$ cat src/rtl/spi_master_arb.sv
// Two-requester SPI master: arbitrates req0/req1, then shifts a 14-bit LSB-first frame
// (addr[4:0], mode, data[7:0]). Define SPI_ARB_RR_EN for round-robin, else fixed priority to 0.
module spi_master_arb #(
    parameter int CLK_DIV = 2
) (
    input  logic       clk,
    input  logic       rst,
    input  logic       req0,
    input  logic       req1,
    input  logic       mode0,
    input  logic       mode1,
    input  logic [4:0] addr0,
    input  logic [4:0] addr1,
    input  logic [7:0] wdata0,
    input  logic [7:0] wdata1,
    output logic       gnt0,
    output logic       gnt1,
    output logic       done0,
    output logic       done1,
    output logic [7:0] rdata,
    output logic       SCLK,
    output logic       MOSI,
    output logic       CS,
    input  logic       MISO
);

    typedef enum logic [2:0] {IDLE, GRANT, SHIFT, FINISH, GAP} state_t;

    state_t      state, state_nx;
    logic        owner;
    logic        winner;
    logic [13:0] shreg;
    logic [13:0] frame;
    logic        mode_q;
    logic [7:0]  div_cnt;
    logic [4:0]  edge_cnt;
    logic        sclk;
    logic [7:0]  rx;
    logic        div_last;
    logic        sel_mode;
    logic [4:0]  sel_addr;
    logic [7:0]  sel_wdata;

`ifdef SPI_ARB_RR_EN
    logic rr_ptr;

    // rr_ptr names the requester that wins the next tie: the one not just served.
    always_ff @(posedge clk or posedge rst) begin
        if (rst)
            rr_ptr <= 1'b0;
        else if (state == FINISH)
            rr_ptr <= ~owner;
    end

    assign winner = (req0 && req1) ? rr_ptr : ~req0;
`else
    assign winner = ~req0;
`endif

    assign sel_mode  = owner ? mode1  : mode0;
    assign sel_addr  = owner ? addr1  : addr0;
    assign sel_wdata = owner ? wdata1 : wdata0;
    // Reads put zeros on MOSI during the data phase.
    assign frame     = {sel_mode ? sel_wdata : 8'h00, sel_mode, sel_addr};
    assign div_last  = (div_cnt == 8'(CLK_DIV - 1));

    always_ff @(posedge clk or posedge rst) begin
        if (rst)
            state <= IDLE;
        else
            state <= state_nx;
    end

    always_comb begin
        // NOTE: default first so every path assigns state_nx and no latch is inferred.
        state_nx = state;
        unique case (state)
            IDLE:    if (req0 || req1) state_nx = GRANT;
            GRANT:   state_nx = SHIFT;
            SHIFT:   if (div_last && edge_cnt == 5'd27) state_nx = FINISH;
            FINISH:  state_nx = GAP;
            GAP:     if (div_last) state_nx = IDLE;
            default: state_nx = IDLE;
        endcase
    end

    // NOTE: non-blocking assignments throughout so every register samples pre-edge values.
    always_ff @(posedge clk or posedge rst) begin
        if (rst) begin
            owner    <= 1'b0;
            shreg    <= 14'h0;
            mode_q   <= 1'b0;
            div_cnt  <= 8'h0;
            edge_cnt <= 5'h0;
            sclk     <= 1'b0;
            rx       <= 8'h0;
            rdata    <= 8'h0;
        end else begin
            div_cnt <= ((state == SHIFT || state == GAP) && !div_last) ? div_cnt + 8'd1 : 8'd0;
            unique case (state)
                IDLE: if (req0 || req1) owner <= winner;
                GRANT: begin
                    shreg    <= frame;
                    mode_q   <= frame[5];
                    edge_cnt <= 5'd0;
                    sclk     <= 1'b0;
                end
                SHIFT: if (div_last) begin
                    sclk     <= ~sclk;
                    edge_cnt <= edge_cnt + 5'd1;
                    if (!sclk) begin
                        // Rising edges 7..14 carry the read data.
                        if (edge_cnt >= 5'd12) rx <= {MISO, rx[7:1]};
                    end else begin
                        shreg <= {1'b0, shreg[13:1]};
                        if (edge_cnt == 5'd27 && !mode_q) rdata <= rx;
                    end
                end
                default: ;
            endcase
        end
    end

    // Mid-frame reset drops CS straight away because CS decodes the state register.
    assign CS    = (state != SHIFT);
    assign SCLK  = sclk;
    assign MOSI  = shreg[0];
    assign gnt0  = (state == GRANT || state == SHIFT) && !owner;
    assign gnt1  = (state == GRANT || state == SHIFT) &&  owner;
    assign done0 = (state == FINISH) && !owner;
    assign done1 = (state == FINISH) &&  owner;

endmodule

$ cat config.mk
export PLATFORM = sky130hd
export DESIGN_NAME = spi_master_arb
export DESIGN_NICKNAME = d
export VERILOG_FILES = /design/src/rtl/spi_master_arb.sv
export SDC_FILE = /design/constraint.sdc
export NUM_CORES = 1
export LEC_CHECK = 0
export CAP_MARGIN = 15
export CORE_MARGIN = 2
export CORE_UTILIZATION = 40
export CTS_CLUSTER_SIZE = 10
export DETAILED_ROUTE_END_ITERATION = 8
export PLACE_DENSITY = 0.65
export SLEW_MARGIN = 40
export SYNTH_ARGS = -nofsm -noshare
export SYNTH_HDL_FRONTEND = slang
export SYNTH_SLANG_ARGS = --single-unit
$ cat constraint.sdc
create_clock -name clk -period 6.4 [get_ports clk]
set_clock_uncertainty 0.2 [all_clocks]
set_input_delay 0.96 -clock clk [delete_from_list [all_inputs] [get_ports clk]]
set_output_delay 0.96 -clock clk [all_outputs]
set_load 0.05 [all_outputs]
## After elaboration in Yosys (flattened, before gate mapping)

Index checks and enable logic that the tools add are counted.

| word-level totals | value |
|---|---|
| register bits after elaboration | 49 |
| logic and storage cells | 63 |
| memory bits (writable) | 0 |
| memory bits (read-only) | 0 |
| input bits | 33 |
| bits in latches | 0 |
| memories kept | 0 |

| operators by class | value |
|---|---|
| equality and inequality tests | 12 |
| reductions and logical operators | 21 |
| $add $sub $neg | 2 |
| muxes and demuxes | 16 |
| $mul | 0 |
| divide/modulo/power cells | 0 |
| $lt $le $gt $ge | 1 |
| bitwise operators | 2 |
| shifts and indexed selects | 0 |

Operators with widths:

| cell | number |
|---|---|
| $mux W14 | 2 |
| $pmux W14 S2 | 1 |
| $mux W8 | 3 |
| $pmux W3 S5 | 1 |
| $mux W5 | 2 |
| $ne A2 B2 Y1 const B | 5 |
| $pmux W5 S2 | 1 |
| $mux W3 | 3 |
| $add A8 B1 Y8 const B | 1 |
| $eq A8 B1 Y1 const B | 1 |
| $reduce_and A4 Y1 | 2 |
| $logic_and A1 B1 Y1 | 7 |
| $eq A3 B2 Y1 const B | 2 |
| $reduce_and A3 Y1 | 2 |
| $add A5 B1 Y5 const B | 1 |
| $eq A5 B5 Y1 const B | 1 |
| $ge A5 B4 Y1 const B | 1 |
| $reduce_and A2 Y1 | 2 |
| $eq A3 B1 Y1 const B | 1 |
| $eq A3 B3 Y1 const B | 1 |
| $logic_not A1 Y1 | 3 |
| $logic_not A3 Y1 | 1 |
| $logic_or A1 B1 Y1 | 3 |
| $ne A3 B2 Y1 const B | 1 |
| other kinds (4) | 6 |

## Logic depth before layout (Yosys ltp)

Gate-level depths: netlist of the first run.

| logic depth | value |
|---|---|
| depth in word-level cells | 4 |
| gate-level depth with buffers | 7 |
| gate-level depth less buffers | 6 |

## Worst setup path before layout of the first run

No wires, ideal clock.

| timing | value |
|---|---|
| kind | reg-to-output |
| from | register state[2] |
| to | output port gnt0 |
| buffers on the path | 2 |
| cell stages (with the launch flop) | 6 |
| path slack | 3.515 ns |
| arrival time | 1.725 ns |
| cells stage by stage | dfrtp_1 > buf_2 > nor3b_4 > buf_2 > nor2_1 > nor2_1 |

| between the ends | value |
|---|---|
| longest elaborated chain between the ends | 3 |
| elaborated cells between the ends (all ways) | 4 |

RTL lines:

| what | line | source |
|---|---|---|
| start, declared | 29 | `state_t state, state_nx;` |
| start signal, assigned | 71 | `state <= state_nx;` |
| $eq A3 B1 Y1 or $eq A3 B2 Y1 (tied branches) | 128 | `assign gnt0 = (state == GRANT \|\| state == SHIFT) && !owner;` |
| $logic_or A1 B1 Y1 * | 128 |  |
| $logic_and A1 B1 Y1 * | 128 |  |
| end, declared | 16 | `output logic gnt0,` |

Mark *: on every way between the ends. The rest lies on a longest branch, timed or not.

## Final worst setup path of the first run

| timing | value |
|---|---|
| from | register state[1] |
| to | output port gnt0 |

The elaborated chain is that of the path after synthesis.

==> results.yml, run 1 <==
sta:
  hold_violations: 0
  postLayoutSetupSlackWorst_ns: 2.88
  fin_crit_sh_pct: 55.1
  setup-tns-final_ns: 0
  max-slew-margin-rel_pct: 57.3
  whs_ns: 0.315
  min_period_ns: 3.52
  fmax_ghz: 0.284
  finalMaxSlewViolations: 0
  rsz0062_at_grt: "false"
  setup_viol: 0
  worst_pin_slew_ns: 0.641
synthesis:
  syn_area_sq_um: 2420
  synth_area_leaders: "dfrtp_1, mux2_2, mux2i_1"
  synthTopCellsByCount: "dfrtp_1, mux2_2, nor2_1, mux2i_1, o21ai_0"
  yosys.cell_types.count: 35
  yosysMostFrequentCell: "dfrtp_1"
  async_flop_share_pct: 100
  synth_top_area_cell: "dfrtp_1"
  synth_top_area_share_pct: 50.6
  synthCells: 210
  yosysWarnings: 0
  synth_edf_count: 0
  syn_avg_cell_area_sq_um: 11.5
  ys_seq_area_share_pct: 50.6
  ys.flop_type: "dfrtp_1"
  syn_nets: 247
  ys_ff_latch: 49
critical_path:
  cp_num_cells: 5
  path_cells: "nor3b_4 -> buf_4 -> nor2_1 -> nor2_1 -> clkdlybuf4s50_1"
  critPathBufInv: 2
  r2r-start: "div_cnt[1]"
  endpoint_kind: "output port"
  critPathLaunch: "state[1]"
  reg2reg_setup_slack_ns: 3.87
  cp_top_family: "buffers and inverters"
  critical-path-max-stage-delay_ns: 0.82
  regToRegEndpoint: "shreg[2]"
  required_ns: 5.24
  slowest_stage: "clkdlybuf4s50_1"
  cp-start-kind: "register"
  crit_path_end: "gnt0"
  crit_top_cell: "nor2_1"
  crit_fanout: 25
  rr_worst_depth: 6
  crit_type: "reg -> out"
  critical_path_arrival_ns: 2.36
cts:
  holdBufCountCts: 0
  root_buffer: "clkbuf_8"
  cts_tree: "built"
  clkTransAtPathRegs_ns: 0.10
  cts_setup_buffers: 0
  cts.sinks: 49
  cts_resized: 0
  cts_max_level: 2
  numCtsBuffers: 5
  clockBufferDepth: 2
  clock_latency_ns: 0.30
status:
  status: "finished clean"
floorplan:
  num_io_pins: 48
  placementRows: 28
  die_area_sq_um: 6690
  core_sq_um: 5890
  initial_utilization_pct: 41.2
  dieWidth_um: 81.8
  die_y_um: 81.8
pwr:
  powerDensity_nw_per_um2: 352
  p_leak_nw: 1.34
  power_mw: 1.07
  ir_worst_vdd_mv: 0.161
finish:
  design_area_sq_um: 3040
  syn_to_final_growth_pct: 25.4
  fin_nets: 292
  antenna_cells: 0
  drive_gt1_share_pct: 21.1
  fillCellCount: 551
placed_design:
  gp_congestion: 0.825
  hpwl_um: 3170
  place_ws_ns: 3.20
  portBuffers: 47
  placed_area_sq_um: 2940
global_routing:
  gr-usage-all-layers_pct: 14.1
  antenna_found_initial: 0
  grt_max_degree: 50
  grt_pass1_wl_um: 7270
  overflow: 0
  grt_pass1_vias: 1628
drt:
  dr.pass1.iters: 4
  route.vias.total: 1646
  wl_per_cell_um: 13.2
  first_iter_violations: 35
  ant_nets: 0
  finalWirelength_um: 4380
  viasPerCell: 4.97
  drc: 0
flow_run:
  cap_violations: 0
worst_hold_path:
  hold_class: "reg -> reg"
==> cell type report <==
cell class                 instances  area [sq um]  area share [%]
clock buffer                       5          68.8            2.27
tap                               75          93.8            3.09
sequential                        49          1230            40.4
timing repair buffer              48           478            15.7
clock inverter                     3          28.8           0.947
multi-input combinational        144          1110            36.6
inverter                           7          28.8           0.947
==> layout by cell type, fill, tap and decap left out, drive strengths merged, types with 4 or more instances in the layout <==
cell type | synthesis | final
a21oi | 7 | 7
nor2 | 19 | 19
inv | 7 | 10
nand3 | 10 | 10
o21ai | 15 | 15
dfrtp | 49 | 49
xor2 | 6 | 6
nand2 | 14 | 14
ha | 4 | 4
or3 | 4 | 4
clkbuf | 3 | 5
mux2 | 30 | 30
clkdlybuf4s50 | 0 | 47
mux2i | 15 | 15
==> metrics by stage <==
step / cells / util (%)
after CTS: 331 / 51.6
after global routing: 331 / 51.6
after floorplan: 210 / -
final: 331 / 51.6
after detailed placement: 323 / 49.9
after global placement: 323 / 49.9
==> metal layers <==
metal  global-route usage, %  routed length [um]
met3                    3.30                 222
met2                    22.6                2020
met5                       0                   0
met1                    18.5                2080
met4                    5.50                  63
==> flip-flops by register name, indices dropped and copies added, names as in the netlist <==
signal,count
edge_cnt,5
rx,8
rdata,8
div_cnt,8
owner,1
mode_q,1
shreg,14
SCLK,1
state,3
==> power by group <==
| group | internal [mW] | switching (mW) | leakage [nW] |
|---|---|---|---|
| combinational | 0.200 | 0.224 | 0.640 |
| clock | 0.0826 | 0.112 | 0.0511 |
| sequential | 0.375 | 0.0759 | 0.650 |
| total | 0.657 | 0.412 | 1.34 |
==> kinds of logic after synthesis <==
kind of cell | synth area share [%]
compound gates | 5.84
xor+xnor | 2.89
fa+ha+maj | 2.07
buf+inv | 3.46
flops | 50.6
mux | 20.1
simple gates | 15.0
==> worst reg2reg max path, cell delays in order (launching register included) <==
cell and delay, ns:
dfrtp_1 0.43, inv_1 0.07, ha_1 0.16, nor4b_4 0.33, a31o_2 0.28, o21a_1 0.56, mux2_2 0.41
==> worst min-delay path by stage <==
stage | startpoint | end | slack [ns] | cells after the start
after CTS | shreg[6] | shreg[6] | 0.32 | 1
final | shreg[4] | shreg[4] | 0.31 | 1
after global placement | rx[0] | rdata[0] | 0.28 | 1
after floorplan | rx[0] | rx[0] | 0.27 | 1
after global routing | rdata[5] | rdata[5] | 0.33 | 1
after detailed placement | rdata[4] | rdata[4] | 0.29 | 1
No activity file was read; power rests on OpenSTA's default activity.
==> inputs of run 2 (changes only) <==
--- a/config.mk
+++ b/config.mk
@@ -10,7 +10,7 @@
 export CORE_UTILIZATION = 40
 export CTS_CLUSTER_SIZE = 10
 export DETAILED_ROUTE_END_ITERATION = 8
-export PLACE_DENSITY = 0.65
+export PLACE_DENSITY = 0.68
 export SLEW_MARGIN = 40
 export SYNTH_ARGS = -nofsm -noshare
 export SYNTH_HDL_FRONTEND = slang
==> constraint.sdc (replaced) <==
create_clock -name clk -period 3.2 [get_ports clk]
set_clock_uncertainty 0.2 [all_clocks]
set_input_delay 0.48 -clock clk [delete_from_list [all_inputs] [get_ports clk]]
set_output_delay 0.48 -clock clk [all_outputs]
set_load 0.05 [all_outputs]
==> run 2 against run 1 <==
Count of clock-buffer cells in the layout is 2 higher. Wire length is 4.6% higher. Design area is 1.3% higher. Register-to-register slack worse by 3.1 ns. Sequential share of layout area is 0.57 points lower. Sequential power is 90% higher. Critical path depth is 2 lower. Utilization is 0.68 points higher. Critical endpoint is now CS. Clock power is 130% higher. Global-route usage is 0.074 points higher. Non-clock buffer count is 4 higher.
==> results.yml, run 2 (synthesized netlist as in run 1, its figures left out) <==
status:
  status: "finished clean"
cts:
  cts_resized: 0
  root_buffer: "clkbuf_8"
  holdBufCountCts: 0
  clock_latency_ns: 0.30
  cts.sinks: 49
  clockBufferDepth: 2
  cts_tree: "built"
  cts_max_level: 2
  cts_setup_buffers: 0
  numCtsBuffers: 5
  clkTransAtPathRegs_ns: 0.08
finish:
  seqCellArea_sq_um: 1230
  largest_reg_flops: 14
  fillCellCount: 551
  syn_to_final_growth_pct: 27.1
  instances_no_fill: 335
  multi_input_area_sq_um: 1110
  antenna_cells: 0
  fin_nets: 296
  most-common-layout-cells: "dfrtp_1, clkdlybuf4s50_1, mux2_2"
  largest-register: "shreg"
  final_common_cell: "dfrtp_1"
  drive_gt1_share_pct: 22.3
critical_path:
  cp_num_cells: 3
  endpoint_kind: "output port"
  r2r-start: "div_cnt[1]"
  cp_top_family: "buffers and inverters"
  critical-path-max-stage-delay_ns: 0.74
  required_ns: 2.52
  rr_worst_depth: 6
  critPathBufInv: 2
  path_cells: "nor3b_4 -> inv_1 -> clkdlybuf4s50_1"
  crit_fanout: 8
  slowest_stage: "clkdlybuf4s50_1"
  critPathLaunch: "state[1]"
  cp-start-kind: "register"
  crit_type: "reg -> out"
  critical_path_arrival_ns: 2.04
floorplan:
  dieWidth_um: 81.8
  core_sq_um: 5890
  initial_utilization_pct: 41.2
  die_area_sq_um: 6690
  placementRows: 28
  num_io_pins: 48
  die_y_um: 81.8
placed_design:
  place_ws_ns: 0.695
  gp_congestion: 0.790
  place_inst: 327
  portBuffers: 47
  hpwl_um: 3250
global_routing:
  antenna_found_initial: 0
  use_met2_pct: 21.7
  overflow: 0
  grt_pass1_vias: 1569
  gr-usage-all-layers_pct: 14.2
  grt_pass1_wl_um: 7230
  grt_use_met3_pct: 5.05
  met1_usage_pct: 19.0
  busiest_layer: "met2"
  grt_max_degree: 27
drt:
  dr.pass1.iters: 4
  viasPerCell: 5.06
  drc: 0
  wl_per_cell_um: 13.7
  ant_nets: 0
  first_iter_violations: 102
  finalWirelength_um: 4590
  route.vias.total: 1694
sta:
  setup-tns-final_ns: 0
  hold_violations: 0
  setup_viol: 0
  max-slew-margin-rel_pct: 56.7
  rsz0062_at_grt: "false"
  whs_ns: 0.306
  postLayoutSetupSlackWorst_ns: 0.485
  fin_crit_sh_pct: 84.9
  min_period_ns: 2.72
  fmax_ghz: 0.368
  finalMaxSlewViolations: 0
  worst_pin_slew_ns: 0.649
pwr:
  power_frac_comb_pct: 41.0
  intPower_mw: 1.41
  p_leak_nw: 1.37
  clockPowerShare_pct: 20.3
  ir_worst_vdd_mv: 0.415
  power_switching_mw: 0.802
  swShare_pct: 36.2
  seq_power_share_pct: 38.7
  powerDensity_nw_per_um2: 720
worst_hold_path:
  hold_class: "reg -> reg"
  hold_start: "rx[0]"
  hold_depth: 1
flow_run:
  cap_violations: 0
-- run 2: layout make-up --
type	count	share of cell area, %
clock buffer	7	2.80
clock inverter	1	0.976
inverter	7	0.854
multi-input combinational	144	36.1
sequential	49	39.8
tap	75	3.05
timing repair buffer	52	16.3
-- run 2: per-layer routing --
| layer | up-vias | share of wire (%) | wire length [um] |
|---|---|---|---|
| li1 | 826 | - | - |
| met1 | 811 | 48 | 2190 |
| met2 | 53 | 43 | 1970 |
| met3 | 4 | 8.7 | 397 |
| met4 | 0 | 0.68 | 31 |
| met5 | - | 0 | 0 |
-- run 2: final timing paths --
kind	to	slack [ns]
min in group asynchronous	rx[2]	0.33
hold / removal	rdata[0]	0.31
setup reg to reg	shreg[12]	0.73
hold reg to reg	rdata[0]	0.31
max in group asynchronous	owner	1.88
setup / recovery	CS	0.48
-- run 2: power by group through the flow --
stage          Sequential (mW)  Clock (mW)  Combinational (mW)
2_1_floorplan            0.872           0               0.687
3_3_place_gp             0.864           0               0.907
3_5_place_dp             0.868           0               0.923
4_1_cts                  0.857       0.465               0.924
5_1_grt                  0.880       0.490               0.998
6_report                 0.856       0.450               0.909
-- run 2: per-stage QoR --
step           power (mW)  utilization, %  area [sq um]
6_report             2.22            52.3          3080
5_1_grt              2.37            52.3          3080
2_1_floorplan        1.56               -          2420
4_1_cts              2.25            52.3          3080
3_5_place_dp         1.79            50.3          2960
3_3_place_gp         1.77            50.3          2960
==> inputs of run 3 (changes only) <==
--- a/config.mk
+++ b/config.mk
@@ -10,7 +10,7 @@
 export CORE_UTILIZATION = 40
 export CTS_CLUSTER_SIZE = 10
 export DETAILED_ROUTE_END_ITERATION = 8
-export PLACE_DENSITY = 0.68
+export PLACE_DENSITY = 0.65
 export SLEW_MARGIN = 40
 export SYNTH_ARGS = -nofsm -noshare
 export SYNTH_HDL_FRONTEND = slang
==> constraint.sdc (replaced) <==
create_clock -name clk -period 2.6 [get_ports clk]
set_clock_uncertainty 0.2 [all_clocks]
set_input_delay 0.39 -clock clk [delete_from_list [all_inputs] [get_ports clk]]
set_output_delay 0.39 -clock clk [all_outputs]
set_load 0.05 [all_outputs]
==> run 3 against run 2 <==
Combinational power is 32% higher. Sequential share of layout area shrank 0.72 points. Design area increased by 1.8%. Non-clock buffer count is 2 higher. Worst setup slack lost 0.19 ns. Hold slack got worse by 0.058 ns. Via count is 0.24% lower. First-iteration DRC count is 19% lower. Sequential power increased by 23%. Cell count up 0.60%. Largest cell class unchanged. Critical path type is now reg -> reg. Wire length is 3.1% lower. Global-route usage increased by 0.23 points.
==> results.yml, run 3 (synthesized netlist as in run 1, its figures left out) <==
critical_path:
  regToRegEndpoint: "rx[7]"
  critPathBufInv: 1
  path_cells: "inv_1 -> ha_1 -> nor4b_4 -> nand3_2 -> or3_1 -> mux2_2"
  endpoint_kind: "register"
  cp-start-kind: "register"
  critical-path-max-stage-delay_ns: 0.54
  rr_worst_depth: 6
  slowest_stage: "or3_1"
  cp_top_family: "simple AND/OR/NAND/NOR gates"
  required_ns: 2.58
  crit_fanout: 8
  r2r-start: "div_cnt[1]"
  critPathLaunch: "div_cnt[1]"
  crit_type: "reg -> reg"
  reg2reg_setup_slack_ns: 0.29
  critical_path_arrival_ns: 2.29
drt:
  drc: 0
  dr.pass1.iters: 4
  viasPerCell: 5.01
  ant_nets: 0
  finalWirelength_um: 4440
  route.vias.total: 1690
  first_iter_violations: 83
  wl_per_cell_um: 13.2
status:
  status: "finished clean"
cts:
  cts_resized: 0
  cts.sinks: 49
  clock_latency_ns: 0.30
  clkTransAtPathRegs_ns: 0.09
  holdBufCountCts: 0
  root_buffer: "clkbuf_8"
  clockBufferDepth: 2
  cts_setup_buffers: 0
  numCtsBuffers: 5
  cts_tree: "built"
  cts_max_level: 2
placed_design:
  hpwl_um: 3270
  gp_congestion: 0.825
  portBuffers: 47
pwr:
  p_leak_nw: 1.40
  ir_worst_vdd_mv: 0.483
  powerDensity_nw_per_um2: 891
finish:
  most-common-layout-cells: "dfrtp_1, clkdlybuf4s50_1, mux2_2"
  drive_gt1_share_pct: 24.4
  largest_reg_flops: 14
  fin_nets: 298
  final_common_cell: "dfrtp_1"
  largest-register: "shreg"
  syn_to_final_growth_pct: 29.4
  antenna_cells: 0
sta:
  hold_violations: 0
  worst_pin_slew_ns: 0.536
  max-slew-margin-rel_pct: 64.2
  fin_crit_sh_pct: 88.8
  setup-tns-final_ns: 0
  finalMaxSlewViolations: 0
  fmax_ghz: 0.433
  setup_viol: 0
  rsz0062_at_grt: "false"
  min_period_ns: 2.31
  whs_ns: 0.248
floorplan:
  num_io_pins: 48
  dieWidth_um: 81.8
  initial_utilization_pct: 41.2
  die_area_sq_um: 6690
  placementRows: 28
  die_y_um: 81.8
  core_sq_um: 5890
global_routing:
  grt_pass1_wl_um: 7480
  grt_pass1_vias: 1704
  overflow: 0
  antenna_found_initial: 0
  gr-usage-all-layers_pct: 14.4
  grt_max_degree: 27
flow_run:
  cap_violations: 0
worst_hold_path:
  hold_class: "in -> async"
[run 3: cell types whose count changed in the layout (fill, tap and decap cells not counted)]
cell and delta:
buf_12 +4, buf_4 +1, clkbuf_1 -1, clkbuf_8 -1
clkdlybuf4s50_1 -3, clkinv_4 +1, clkinvlp_4 +1
[run 3: per-layer routing]
metal | wire (um) | part of all wire (%) | GRT usage, % | vias to the layer above
li1 | - | - | - | 826
met1 | 2050 | 46 | 19.2 | 821
met2 | 2060 | 46 | 23.3 | 39
met3 | 275 | 6.2 | 3.30 | 4
met4 | 51 | 1.1 | 4.50 | 0
met5 | 0 | 0 | 0 | -
[run 3: metrics by stage]
stage | cell area, sq um | setup WS (ns) | utilization, % | std cells | total power, mW
5_1_grt | 3130 | 0.160 | 53.3 | 337 | 2.99
3_5_place_dp | 3020 | 0.281 | 51.3 | 329 | 2.28
3_3_place_gp | 3020 | 0.357 | 51.3 | 329 | 2.26
4_1_cts | 3130 | 0.264 | 53.3 | 337 | 2.83
2_1_floorplan | 2420 | 0.285 | - | 210 | 1.92
6_report | 3130 | 0.290 | 53.3 | 337 | 2.79
[run 3: area by class of cell]
type | count | area (sq um)
clock buffer | 5 | 68.8
timing repair buffer | 54 | 561
clock inverter | 3 | 46.3
tap | 75 | 93.8
inverter | 7 | 26.3
sequential | 49 | 1230
fill | 550 | 2750
multi-input combinational | 144 | 1110
[run 3: power by group]
part	internal, mW	switching (mW)
registers	0.922	0.129
logic	0.566	0.631
clock network	0.288	0.256
[run 3: worst max-delay path by stage]
stage | slack [ns] | end | cells after the start
3_3_place_gp | 0.36 | rx[0] | 6
5_1_grt | 0.16 | rx[7] | 6
6_report | 0.29 | rx[7] | 6
2_1_floorplan | 0.29 | gnt0 | 5
4_1_cts | 0.26 | gnt0 | 4
3_5_place_dp | 0.28 | rx[0] | 6
